[config.mk]
export PLATFORM = sky130hd
export DESIGN_NAME = niosballe_pio_in
export DESIGN_NICKNAME = d
export VERILOG_FILES = /design/src/rtl/niosballe_pio_in.sv
export SDC_FILE = /design/constraint.sdc
export NUM_CORES = 1
export LEC_CHECK = 0
export BUFFER_PORTS_ARGS = -buffer_cell sky130_fd_sc_hd__clkbuf_2
export CORE_UTILIZATION = 50
export CTS_BUF_LIST = sky130_fd_sc_hd__clkbuf_4
export CTS_CLUSTER_SIZE = 24
export DETAILED_ROUTE_END_ITERATION = 8
export PLACE_DENSITY_LB_ADDON = 0.05
export SETUP_SLACK_MARGIN = 0.5
export SLEW_MARGIN = 40
export SYNTH_ARGS = -nofsm -noshare
export SYNTH_HDL_FRONTEND = slang
export SYNTH_SLANG_ARGS = --single-unit
[constraint.sdc]
create_clock -name clk -period 1.4 [get_ports clk]
set_input_delay 0.07 -clock clk [delete_from_list [all_inputs] [get_ports clk]]
set_output_delay 0.07 -clock clk [all_outputs]
set_load 0.005 [all_outputs]
[src/rtl/niosballe_pio_in.sv]
// Avalon-MM input PIO: synchronises game-board inputs, captures edges into sticky bits, raises a maskable irq.
// Optional per-bit debounce filter is compiled in with `define PIO_IN_DEBOUNCE_EN.
module niosballe_pio_in #(
  parameter int WIDTH           = 9,
  parameter int EDGE_TYPE       = 0,
  parameter int DEBOUNCE_CYCLES = 1000
) (
  input  logic             clk,
  input  logic             reset,
  input  logic [1:0]       address,
  input  logic             chipselect,
  input  logic             read_n,
  input  logic             write_n,
  input  logic [31:0]      writedata,
  output logic [31:0]      readdata,
  input  logic [WIDTH-1:0] in_port,
  output logic             irq
);

  typedef enum logic [1:0] {
    ADDR_DATA    = 2'd0,
    ADDR_RSVD    = 2'd1,
    ADDR_IRQMASK = 2'd2,
    ADDR_EDGECAP = 2'd3
  } reg_addr_e;

  logic [WIDTH-1:0] r_sync1, r_sync2, r_d_prev;
  logic [WIDTH-1:0] r_irqmask, r_edgecap;
  logic [31:0]      r_readdata;
  logic             r_irq;

  logic [WIDTH-1:0] w_filtered, w_rise, w_fall, w_edge, w_clr;
  logic [31:0]      w_rdata;
  logic             w_wr, w_rd;
  logic             w_unused_wdata;

  assign w_wr           = chipselect && !write_n;
  assign w_rd           = chipselect && !read_n;
  assign w_unused_wdata = ^writedata;

  // NOTE: sequential state uses non-blocking (<=) so every flop samples pre-edge values.
  always_ff @(posedge clk) begin
    if (reset) begin
      r_sync1 <= '0;
      r_sync2 <= '0;
    end else begin
      r_sync1 <= in_port;
      r_sync2 <= r_sync1;
    end
  end

`ifdef PIO_IN_DEBOUNCE_EN
  localparam int               CNT_W    = $clog2(DEBOUNCE_CYCLES + 1);
  localparam logic [CNT_W-1:0] CNT_LAST = CNT_W'(DEBOUNCE_CYCLES - 1);

  logic [CNT_W-1:0] r_cnt [WIDTH];
  logic [WIDTH-1:0] r_filtered;

  // A bit only changes after sync2 has disagreed with it for DEBOUNCE_CYCLES consecutive cycles.
  always_ff @(posedge clk) begin
    if (reset) begin
      r_filtered <= '0;
      for (int i = 0; i < WIDTH; i++) r_cnt[i] <= '0;
    end else begin
      for (int i = 0; i < WIDTH; i++) begin
        if (r_sync2[i] == r_filtered[i]) begin
          r_cnt[i] <= '0;
        end else if (r_cnt[i] == CNT_LAST) begin
          r_filtered[i] <= r_sync2[i];
          r_cnt[i]      <= '0;
        end else begin
          r_cnt[i] <= r_cnt[i] + CNT_W'(1);
        end
      end
    end
  end

  assign w_filtered = r_filtered;
`else
  localparam int UNUSED_DEBOUNCE_CYCLES = DEBOUNCE_CYCLES;
  assign w_filtered = r_sync2;
`endif

  // NOTE: every always_comb output gets a default first so no latch is inferred.
  always_comb begin
    w_rise = w_filtered & ~r_d_prev;
    w_fall = ~w_filtered & r_d_prev;
    w_edge = '0;
    case (EDGE_TYPE)
      0:       w_edge = w_rise;
      1:       w_edge = w_fall;
      default: w_edge = w_rise | w_fall;
    endcase
  end

  assign w_clr = (w_wr && (address == ADDR_EDGECAP)) ? writedata[WIDTH-1:0] : '0;

  always_comb begin
    w_rdata = '0;
    case (address)
      ADDR_DATA:    w_rdata[WIDTH-1:0] = w_filtered;
      ADDR_IRQMASK: w_rdata[WIDTH-1:0] = r_irqmask;
      ADDR_EDGECAP: w_rdata[WIDTH-1:0] = r_edgecap;
      default:      w_rdata = '0;
    endcase
  end

  always_ff @(posedge clk) begin
    if (reset) begin
      r_d_prev   <= '0;
      r_irqmask  <= '0;
      r_edgecap  <= '0;
      r_readdata <= '0;
      r_irq      <= 1'b0;
    end else begin
      r_d_prev <= w_filtered;
      if (w_wr && (address == ADDR_IRQMASK)) r_irqmask <= writedata[WIDTH-1:0];
      // New edges are OR-ed in after the clear so a coincident event is never lost.
      r_edgecap <= (r_edgecap & ~w_clr) | w_edge;
      if (w_rd) r_readdata <= w_rdata;
      r_irq <= |(r_edgecap & r_irqmask);
    end
  end

  assign readdata = r_readdata;
  assign irq      = r_irq;

endmodule

==> metrics list <==
- The max-slew violation count came to 0.
- The H-tree was split into 2 levels.
- Area occupied by multi-input gates: 892 sq um
- The die covers 4590 sq um.
- The worst pin sits at a relative slew slack of 0.586.
- Cell type with the highest occurrence count on the critical path: sky130_fd_sc_hd__a22o_1
- CP Capture Type: flop
- The tree is rooted in a sky130_fd_sc_hd__clkbuf_4.
- Most frequent cells in the layout: sky130_fd_sc_hd__clkbuf_2 (32), sky130_fd_sc_hd__dfxtp_1 (28), sky130_fd_sc_hd__nand2_1 (27), sky130_fd_sc_hd__dfxtp_2 (27), sky130_fd_sc_hd__conb_1 (23)
- Placeable Area: 4090 sq um
- The number of clock buffers added by TritonCTS is 5.
* Setup TNS after final layout: 0 ps
- The critical path goes through mux2_2 -> a22o_1 -> a22o_1.
- In this design, the stage delay of the slowest critical-path cell is 350 ps.
- Row cnt: 23
- After detailed routing, the average wire length per cell comes to 12.7 microns.
* Status: completed
* Effective utilization at floorplan: 0.529
- The number of antenna violations at the first check in global routing was 0.
- The Yosys step of the flow raised 0 warnings.
* Quantity of I/O buffers inserted on ports: 34
* Power per cell area: 1070 nW/um^2
- Kind of critical path: reg2reg
- Setup violations remaining at the end of the flow were counted as 0.
* Avg Inst Size Synth: 10.2 sq um
- The worst setup path is launched from a flop.
* Max Freq: 901 MHz
* MaxCap Viol Count: 0
- The clock arrives with 10.1 ps of skew.
- Chip Height: 67.7 microns
- For this run, the total global-route usage over all layers was measured as 0.204.
- Summing all placed instances gives a cell area of 2330 sq um.
* Total Wirelength: 4.19 mm
- Before antenna repair, the detailed router went through 4 iterations.
- At the end of the flow, the number of nets in the layout was 327.
* Number of diodes: 0
- With fillers left out, the area of the finished cells amounts to 2770 sq um.
- Among all stages on the critical path, the largest delay is contributed by sky130_fd_sc_hd__dfxtp_2.
* Vias in the first global route: 1,537
- Registers take 1130 sq um.
- STA puts the critical path data arrival time at 1380 ps.
- Distinct cells, synth: 27
- After detailed routing, the number of remaining DRC violations is 0.
* Total number of vias: 1,634
* Worst path required time: 1670 ps
- Of the synthesized area, sequential elements account for 0.510.
- Entering global routing, the biggest net connects 17 pins.
- The final hold violation count came to 0.
- Pin placement for this block handled 81 I/O pins.
- Ratio of routed vias to standard cells: 4.95
- Pin slew with the least headroom to its limit: 620 ps
* Share of final-layout standard cells stronger than drive strength 1: 0.368
* Post-layout power: 0.00296 W
- Number of storage elements in the synthesis netlist: 55
* Gp weighted congestion: 0.815
- The filler cells instantiated in the layout total 346.
- After global routing the overflow that remains totals 0.
* Time the worst path needs with I/O delays and setup: 1110 ps
* Horizontal die dimension: 67.7 microns
- RSZ-0062 raised after global routing: true
- The area growth from synthesis to layout is 28.1%.
- Of all nets on the critical path, the largest fanout is 2.
* Post-Synthesis Cells: 211
- After clock tree synthesis, the clock-pin slew on the worst setup and hold paths is 150 ps.
* Hold crit path type: in2reg
- Clock tree synthesis found a total of 55 sinks.
- P_leak: 1.22 nW
* First-iteration detailed-routing DRC count: 71
* HPWL Detailed: 2.93 mm
- Leaving out fill and tap cells, the most frequent cell in the layout is sky130_fd_sc_hd__clkbuf_2.
* Maximum buffer depth of the clock tree: 2
- Post-Synthesis Cell Area: 2160 sq um
- Maximum ir drop on the vdd rail: 0.000632 V
- The first global-routing pass estimated 6.79 mm of wire.
* Post-route ant nets: 0
- Fin crit share: 0.793
* TritonCTS clock tree: done
* Clock network latency to the later pin of the worst-skew pair: 360 ps
[layer usage]
metal,up-vias,GRT usage,routed length [microns]
met5,-,0,0
met4,0,0.0665,64
met3,7,0.0524,234
met2,58,0.349,2010
met1,753,0.248,1880
li1,816,-,-
[final timing paths]
| path | startpoint | endpoint | cells past startpoint | slack (ps) |
|---|---|---|---|---|
| max | r_edgecap[7] | readdata[7] | 3 | 290 |
| min | reset | r_irqmask[8] | 2 | 30 |
| min reg2reg | r_sync1[0] | r_sync2[0] | 1 | 450 |
| max reg2reg | r_edgecap[7] | readdata[7] | 3 | 290 |
[layout make-up]
type / count / share of cell area
Clock buffer: 6 / 0.0163
Clock inverter: 2 / 0.0217
Timing Repair Buffer: 72 / 0.191
Multi-Input combinational cell: 133 / 0.322
Tap cell: 50 / 0.0226
Inverter: 12 / 0.0163
Sequential cell: 55 / 0.410
[synth_stat cells]
cell / n / area (sq um)
sky130_fd_sc_hd__dfxtp_1: 55 / 1100
sky130_fd_sc_hd__nand2_1: 27 / 101
sky130_fd_sc_hd__buf_4: 25 / 188
sky130_fd_sc_hd__nor2b_1: 22 / 138
sky130_fd_sc_hd__a22o_1: 19 / 166
sky130_fd_sc_hd__a21oi_1: 10 / 50.1
sky130_fd_sc_hd__inv_1: 10 / 37.5
sky130_fd_sc_hd__a32o_1: 9 / 90.1
sky130_fd_sc_hd__mux2_1: 7 / 78.8
sky130_fd_sc_hd__and2b_1: 5 / 37.5
sky130_fd_sc_hd__buf_6: 3 / 33.8
sky130_fd_sc_hd__clkbuf_1: 3 / 11.3
sky130_fd_sc_hd__mux2_2: 2 / 22.5
sky130_fd_sc_hd__a221oi_1: 1 / 8.76
sky130_fd_sc_hd__a222oi_1: 1 / 10.0
sky130_fd_sc_hd__a22oi_1: 1 / 7.51
sky130_fd_sc_hd__a31oi_1: 1 / 6.26
sky130_fd_sc_hd__and4b_2: 1 / 11.3
sky130_fd_sc_hd__and4bb_2: 1 / 12.5
sky130_fd_sc_hd__buf_1: 1 / 3.75
sky130_fd_sc_hd__buf_2: 1 / 5.00
sky130_fd_sc_hd__clkinv_1: 1 / 3.75
sky130_fd_sc_hd__conb_1: 1 / 3.75
sky130_fd_sc_hd__inv_2: 1 / 3.75
sky130_fd_sc_hd__nand4bb_1: 1 / 11.3
sky130_fd_sc_hd__nor2_2: 1 / 6.26
sky130_fd_sc_hd__o2111a_1: 1 / 11.3
[flip-flops by register name, summed over array words and instances (netlist names)]
signal and cells:
irq 1, r_d_prev 9, r_edgecap 9, r_irqmask 9
r_sync1 9, r_sync2 9, readdata 9
[stage by stage]
step / worst slack, ps / std cells / hold slack, ps / utilization
2_1_floorplan: 351 / 233 / 195 / -
3_3_place_gp: 191 / 291 / 279 / 0.571
3_5_place_dp: 180 / 291 / 277 / 0.571
4_1_cts: 290 / 327 / 9.98 / 0.668
5_1_grt: 256 / 330 / 14.6 / 0.678
6_report: 290 / 330 / 27.7 / 0.678
[kinds of logic after synthesis]
family | count (synthesis) | synth area share
compound gates | 43 | 0.162
buf+inv | 45 | 0.133
flops | 55 | 0.510
mux | 9 | 0.0469
other cells | 1 | 0.00174
simple gates | 58 | 0.147
[power breakdown]
| group | internal, W | switching (W) |
|---|---|---|
| sequential | 0.00162 | 0.0000285 |
| combinational | 0.000155 | 0.000126 |
| clock | 0.000577 | 0.000449 |
| total | 0.00236 | 0.000604 |
[critical path: cells and delay by family (launching register included)]
kind	cells	cell delay, ps
compound gates	2	420
mux	1	250
flops	1	350
[timing repair]
action                                  in CTS  in global routing
pin swaps                                    9                  7
resized for setup                           26                  6
buffers inserted                            10                  3
gates cloned                                 0                  0
hold endpoints to repair                    18                  0
endpoints found under the setup margin      19                 20
hold buffers                                18                  0
Power figures use the tool's default switching activity.
